[src/rtl/emu_time_mgr.sv]
// emu_time_mgr: picks the smallest timestep requested by N requesters, commits
// it once per emulation clock and accumulates it into a saturating time counter.
// clk_vals flags every requester whose request equals the committed step.
// Optional feature: define EMU_STOP_TIME_EN to add the stop_time port and the
// DONE state, which clips the final step so emu_time lands exactly on stop_time.
module emu_time_mgr #(
    parameter int N          = 2,
    parameter int DT_WIDTH   = 24,
    parameter int TIME_WIDTH = 40
) (
    input  logic                  emu_clk,
    input  logic                  emu_rst_n,
    input  logic                  run,
    input  logic [DT_WIDTH-1:0]   dt_req [N],
`ifdef EMU_STOP_TIME_EN
    input  logic [TIME_WIDTH-1:0] stop_time,
`endif
    output logic [DT_WIDTH-1:0]   emu_dt,
    output logic [TIME_WIDTH-1:0] emu_time,
    output logic                  clk_vals [N],
    output logic [1:0]            state,
    output logic                  ovf
);

    typedef enum logic [1:0] {
        IDLE = 2'd0,
        RUN  = 2'd1,
        HOLD = 2'd2,
        DONE = 2'd3
    } state_t;

    // Zero-extension widths for mixing step-sized and time-sized operands.
    localparam int SUM_PAD = TIME_WIDTH + 1 - DT_WIDTH;
`ifdef EMU_STOP_TIME_EN
    localparam int DT_PAD  = TIME_WIDTH - DT_WIDTH;
`endif

    state_t                cur_state;
    state_t                nxt_state;
    logic [DT_WIDTH-1:0]   dt_min;
    logic [TIME_WIDTH:0]   sum_wide;
    logic [DT_WIDTH-1:0]   nxt_dt;
    logic [TIME_WIDTH-1:0] nxt_time;
    logic                  nxt_clk [N];
    logic                  nxt_ovf;
`ifdef EMU_STOP_TIME_EN
    logic [TIME_WIDTH-1:0] gap;
`endif

    assign state = cur_state;

    // One extra bit catches the carry out of the accumulator for saturation.
    assign sum_wide = {1'b0, emu_time} + {{SUM_PAD{1'b0}}, dt_min};

`ifdef EMU_STOP_TIME_EN
    // Distance to the stop threshold; only meaningful while emu_time < stop_time.
    assign gap = stop_time - emu_time;
`endif

    // Unsigned minimum over all requested timesteps.
    always_comb begin
        // NOTE: combinational blocks use blocking '=' so later statements see
        // the running minimum; sequential blocks below use '<=' instead.
        dt_min = dt_req[0];
        for (int k = 1; k < N; k++) begin
            if (dt_req[k] < dt_min) begin
                dt_min = dt_req[k];
            end
        end
    end

    // Next-state and next-output logic; a step is committed only from RUN.
    always_comb begin
        // NOTE: every variable gets a default before the case statement so no
        // path leaves one unassigned, which would infer a latch.
        nxt_state = cur_state;
        nxt_dt    = '0;
        nxt_time  = emu_time;
        nxt_ovf   = ovf;
        for (int k = 0; k < N; k++) begin
            nxt_clk[k] = 1'b0;
        end

        unique case (cur_state)
            IDLE: begin
                if (run) begin
                    nxt_state = RUN;
                end
            end

            HOLD: begin
                if (run) begin
                    nxt_state = RUN;
                end
            end

            RUN: begin
                if (!run) begin
                    nxt_state = HOLD;
                end
                nxt_dt = dt_min;
                for (int k = 0; k < N; k++) begin
                    nxt_clk[k] = (dt_req[k] == dt_min);
                end
                if (sum_wide[TIME_WIDTH]) begin
                    nxt_time = '1;
                    nxt_ovf  = 1'b1;
                end else begin
                    nxt_time = sum_wide[TIME_WIDTH-1:0];
                end
`ifdef EMU_STOP_TIME_EN
                if (emu_time >= stop_time) begin
                    // Already at or past the threshold: finish without stepping.
                    nxt_state = DONE;
                    nxt_dt    = '0;
                    nxt_time  = emu_time;
                    nxt_ovf   = ovf;
                    for (int k = 0; k < N; k++) begin
                        nxt_clk[k] = 1'b0;
                    end
                end else if (sum_wide >= {1'b0, stop_time}) begin
                    // Clip the final step; gap <= dt_min so it fits DT_WIDTH.
                    nxt_state = DONE;
                    nxt_dt    = gap[DT_WIDTH-1:0];
                    nxt_time  = stop_time;
                    nxt_ovf   = ovf;
                    for (int k = 0; k < N; k++) begin
                        nxt_clk[k] = ({{DT_PAD{1'b0}}, dt_req[k]} == gap);
                    end
                end
`endif
            end

            default: begin
                // DONE is terminal until reset.
            end
        endcase
    end

    // State register with synchronous active-low reset.
    always_ff @(posedge emu_clk) begin
        if (!emu_rst_n) begin
            cur_state <= IDLE;
        end else begin
            cur_state <= nxt_state;
        end
    end

    // Committed-step registers; reset discards any step in flight.
    always_ff @(posedge emu_clk) begin
        // NOTE: sequential state uses non-blocking '<=' so every register
        // samples the pre-edge values, independent of statement order.
        if (!emu_rst_n) begin
            emu_dt   <= '0;
            emu_time <= '0;
            ovf      <= 1'b0;
            for (int k = 0; k < N; k++) begin
                clk_vals[k] <= 1'b0;
            end
        end else begin
            emu_dt   <= nxt_dt;
            emu_time <= nxt_time;
            ovf      <= nxt_ovf;
            for (int k = 0; k < N; k++) begin
                clk_vals[k] <= nxt_clk[k];
            end
        end
    end

    // Once set, the overflow flag only clears through reset.
    ovf_sticky_a: assert property (@(posedge emu_clk) disable iff (!emu_rst_n)
        ovf |=> ovf);

endmodule

[config.mk]
export PLATFORM = sky130hd
export DESIGN_NAME = emu_time_mgr
export DESIGN_NICKNAME = d
export VERILOG_FILES = /design/src/rtl/emu_time_mgr.sv
export SDC_FILE = /design/constraint.sdc
export NUM_CORES = 1
export LEC_CHECK = 0
export ABC_AREA = 1
export CELL_PAD_IN_SITES_DETAIL_PLACEMENT = 0
export CELL_PAD_IN_SITES_GLOBAL_PLACEMENT = 1
export CORE_UTILIZATION = 24
export DETAILED_ROUTE_END_ITERATION = 16
export PLACE_DENSITY = 0.6
export SLEW_MARGIN = 0
export SYNTH_ARGS = -nofsm -noshare
export SYNTH_HDL_FRONTEND = slang
export SYNTH_SLANG_ARGS = --single-unit
[constraint.sdc]
create_clock -name emu_clk -period 4.95 [get_ports emu_clk]
set_input_delay 0.495 -clock emu_clk [delete_from_list [all_inputs] [get_ports emu_clk]]
set_output_delay 0.495 -clock emu_clk [all_outputs]
set_load 0.03 [all_outputs]
==> results.tsv <==
stage	metric	value	unit
status	status	finished, final reports clean	
routing	drc	0	
timing	worstMarginPinSlew	0.891	ns
final_layout	final_cells	1413	
worst_hold_path	hold_class	reg2reg	
die	fp.dieArea	0.0255	mm2
clocking	cts_hold_buffers	0	
grt	grtUsageTotal	0.170	
worst_setup_path	rr_startpoint	state[0]$_SDFFE_PN0P_	
grt	grt_max_degree	49	
timing	rsz0062_at_grt	false	
synth	ys_warn_count	0	
synth	synth-main-ff-cell	dfxtp_1	
timing	final-hold-violation-count	0	
synth	synth_area_leaders	dfxtp_1, nand2_1, ha_1	
clocking	clk_latency	0.35	ns
placed_design	gp_congestion	0.874	
routing	vias	6466	
grt	grt_pass1_vias	6322	
timing	relSlewSlack	0.406	
clocking	htreeDepth	3	
final_layout	nNetsFinal	1184	
die	initial_core_util	0.245	
die	rows	57	
worst_setup_path	startpoint	dt_req[46]	
routing	wirelength	21.4	mm
timing	finalSetupTns	0	ns
timing	setup_viol	0	
worst_setup_path	worst-r2r-cell-count	11	
grt	grt-ovfl-total	0	
placed_design	placedCellCount	1397	
timing	slew_violations	0	
synth	yosysSeqAreaShare	0.231	
die	core_area	0.0244	mm2
clocking	cts_tree	built	
worst_setup_path	rrSetupSlack	2.39	ns
worst_setup_path	cp_slowest_cell	clkdlybuf4s50_1	
power_and_ir_drop	ir_drop	0.133	mV
timing	max_freq	226	MHz
final_layout	final_common_cell	nand2_1	
worst_setup_path	timing.rr.end	clk_vals[0]$_SDFF_PN0_	
grt	antenna_found_initial	0	
final_layout	antenna_cells	0	
power_and_ir_drop	power-per-cell-area	254	mW/mm2
synth	syn_avg_cell_area	6.18	um2
routing	dr.pass1.iters	4	
synth	async_flop_share	0	
worst_setup_path	critical-path-max-stage-delay	0.57	ns
clocking	cts_buffer_depth	2	
synth	syn_inst	967	
worst_setup_path	worst-path-max-fanout	48	
routing	viasPerCell	4.58	
final_layout	final_cell_mix	nand2_1, inv_1, nor2_1	
clocking	cts_resized	0	
synth	synth_cell_types	42	
die	die_h	160	um
clocking	clk_pin_slew	0.06	ns
final_layout	area_growth	31.6	%
die	die_w	160	um
clocking	root_buffer	clkbuf_16	
synth	synth_top_cell_by_area	dfxtp_1	
final_layout	regArea	0.00138	mm2
worst_setup_path	crit_arrival	4.64	ns
placed_design	dp_hpwl	17.0	mm
die	io_pins	120	
final_layout	layout-drive-gt1-share	0.0459	
worst_setup_path	critPathLaunchType	input port	
power_and_ir_drop	power.leakage	3.69	nW
timing	min_period_over_period	0.895	
synth	synth_seq_cells	69	
routing	drtAntennaViolNets	0	
worst_setup_path	crit_required	5.16	ns
synth	synth_edf_count	0	
worst_setup_path	critPathCapture	emu_time[31]$_SDFFE_PN0P_	
run	cap_violations	0	
routing	wl_per_cell	15.1	um
final_layout	multi_input_area	0.00388	mm2
worst_setup_path	path_class	in2reg	
worst_setup_path	end_kind	flop	
final_layout	fillCellCount	2735	
timing	final.setup_skew	0.00703	ns
routing	drtIter0Drc	323	
synth	synth.cell_area	0.00598	mm2
clocking	cts_sinks	69	
clocking	cts_buffers	9	
synth	syn_nets	1067	
clocking	postCtsSetupRepairBufs	0	
grt	grt_first_pass_wirelength	34.0	mm
synth	yosys.area.top_type_share	0.231	
placed_design	portBuffers	119	
worst_setup_path	crit_top_cell	nand2_1	
timing	period_needed	4.43	ns
==> synth_stat cells, types with 2 or more instances <==
| library cell | count |
|---|---|
| o21ai_2 | 2 |
| a21o_1 | 11 |
| nor4_1 | 3 |
| clkbuf_1 | 12 |
| o21bai_1 | 6 |
| nor3_1 | 12 |
| dfxtp_1 | 69 |
| o21a_1 | 22 |
| a31oi_1 | 6 |
| o31ai_1 | 2 |
| inv_1 | 152 |
| nand3_1 | 79 |
| xor2_1 | 10 |
| buf_4 | 2 |
| nand2_2 | 3 |
| a21oi_1 | 72 |
| inv_2 | 5 |
| nor2_1 | 122 |
| o21ai_0 | 38 |
| nand4_1 | 47 |
| nand2_1 | 195 |
| xnor2_1 | 11 |
| buf_2 | 13 |
| ha_1 | 48 |
| o21ai_1 | 7 |
| o211ai_1 | 2 |
==> worst max-delay path, delay by kind of cell <==
| kind | cells | cell delay, ns |
|---|---|---|
| AOI/OAI and AO/OA | 5 | 0.84 |
| adders and majority gates | 2 | 0.61 |
| and+or+nand+nor | 14 | 1.50 |
| buffers and inverters | 7 | 1.16 |
==> cell families after synthesis <==
kind of cell | count (synthesis) | synth area share
adder cells (fa/ha/maj) | 49 | 0.104
buffers and inverters | 185 | 0.121
AND/OR/NAND/NOR | 470 | 0.343
AO/OA/AOI/OAI | 173 | 0.170
flip-flops | 69 | 0.231
XOR/XNOR | 21 | 0.0308
==> where the power goes <==
group	leakage [nW]	switching [mW]	internal, mW
Combinational	3.00	0.467	0.289
Clock	0.135	0.281	0.357
Sequential	0.562	0.0227	0.581
Total	3.69	0.771	1.23
==> worst min-delay path by stage <==
stage                           from               end  slack [ns]  cells past startpoint
floorplan           ovf$_SDFFE_PN0P_  ovf$_SDFFE_PN0P_        0.57                      2
detailed placement  ovf$_SDFFE_PN0P_  ovf$_SDFFE_PN0P_        0.45                      2
finish              ovf$_SDFFE_PN0P_  ovf$_SDFFE_PN0P_        0.45                      2
global placement    ovf$_SDFFE_PN0P_  ovf$_SDFFE_PN0P_        0.45                      2
CTS                 ovf$_SDFFE_PN0P_  ovf$_SDFFE_PN0P_        0.46                      2
global route        ovf$_SDFFE_PN0P_  ovf$_SDFFE_PN0P_        0.51                      2
==> layout make-up <==
class,instances,area share
multi-input combinational,713,0.493
sequential,69,0.176
timing repair buffer,134,0.169
inverter,157,0.0749
tap,324,0.0515
clock buffer,10,0.0304
clock inverter,6,0.00589
==> per-stage QoR <==
stage | worst slack [ns] | total power, mW | hold slack (ns) | utilization | area [um2]
3_3_place_gp | 0.142 | 1.39 | 0.445 | 0.311 | 7580
6_report | 0.521 | 2.00 | 0.455 | 0.323 | 7870
5_1_grt | 0.0683 | 2.14 | 0.506 | 0.323 | 7870
2_1_floorplan | 1.33 | 1.11 | 0.575 | - | 5980
4_1_cts | 0.483 | 2.03 | 0.462 | 0.323 | 7870
3_5_place_dp | 0.118 | 1.38 | 0.447 | 0.311 | 7580
==> state kept, by name, summed over array words and instances (netlist names) <==
| register | flops |
|---|---|
| state | 2 |
| ovf | 1 |
| emu_time | 40 |
| emu_dt | 24 |
| clk_vals | 2 |
==> layer usage <==
layer / part of all wire / vias to the layer above / global-route usage
met5: 0 / - / 0
met4: 0.013 / 0 / 0.0420
met3: 0.039 / 16 / 0.0270
met2: 0.46 / 147 / 0.286
met1: 0.49 / 2890 / 0.226
li1: - / 3413 / -
Power figures use the tool's default switching activity.
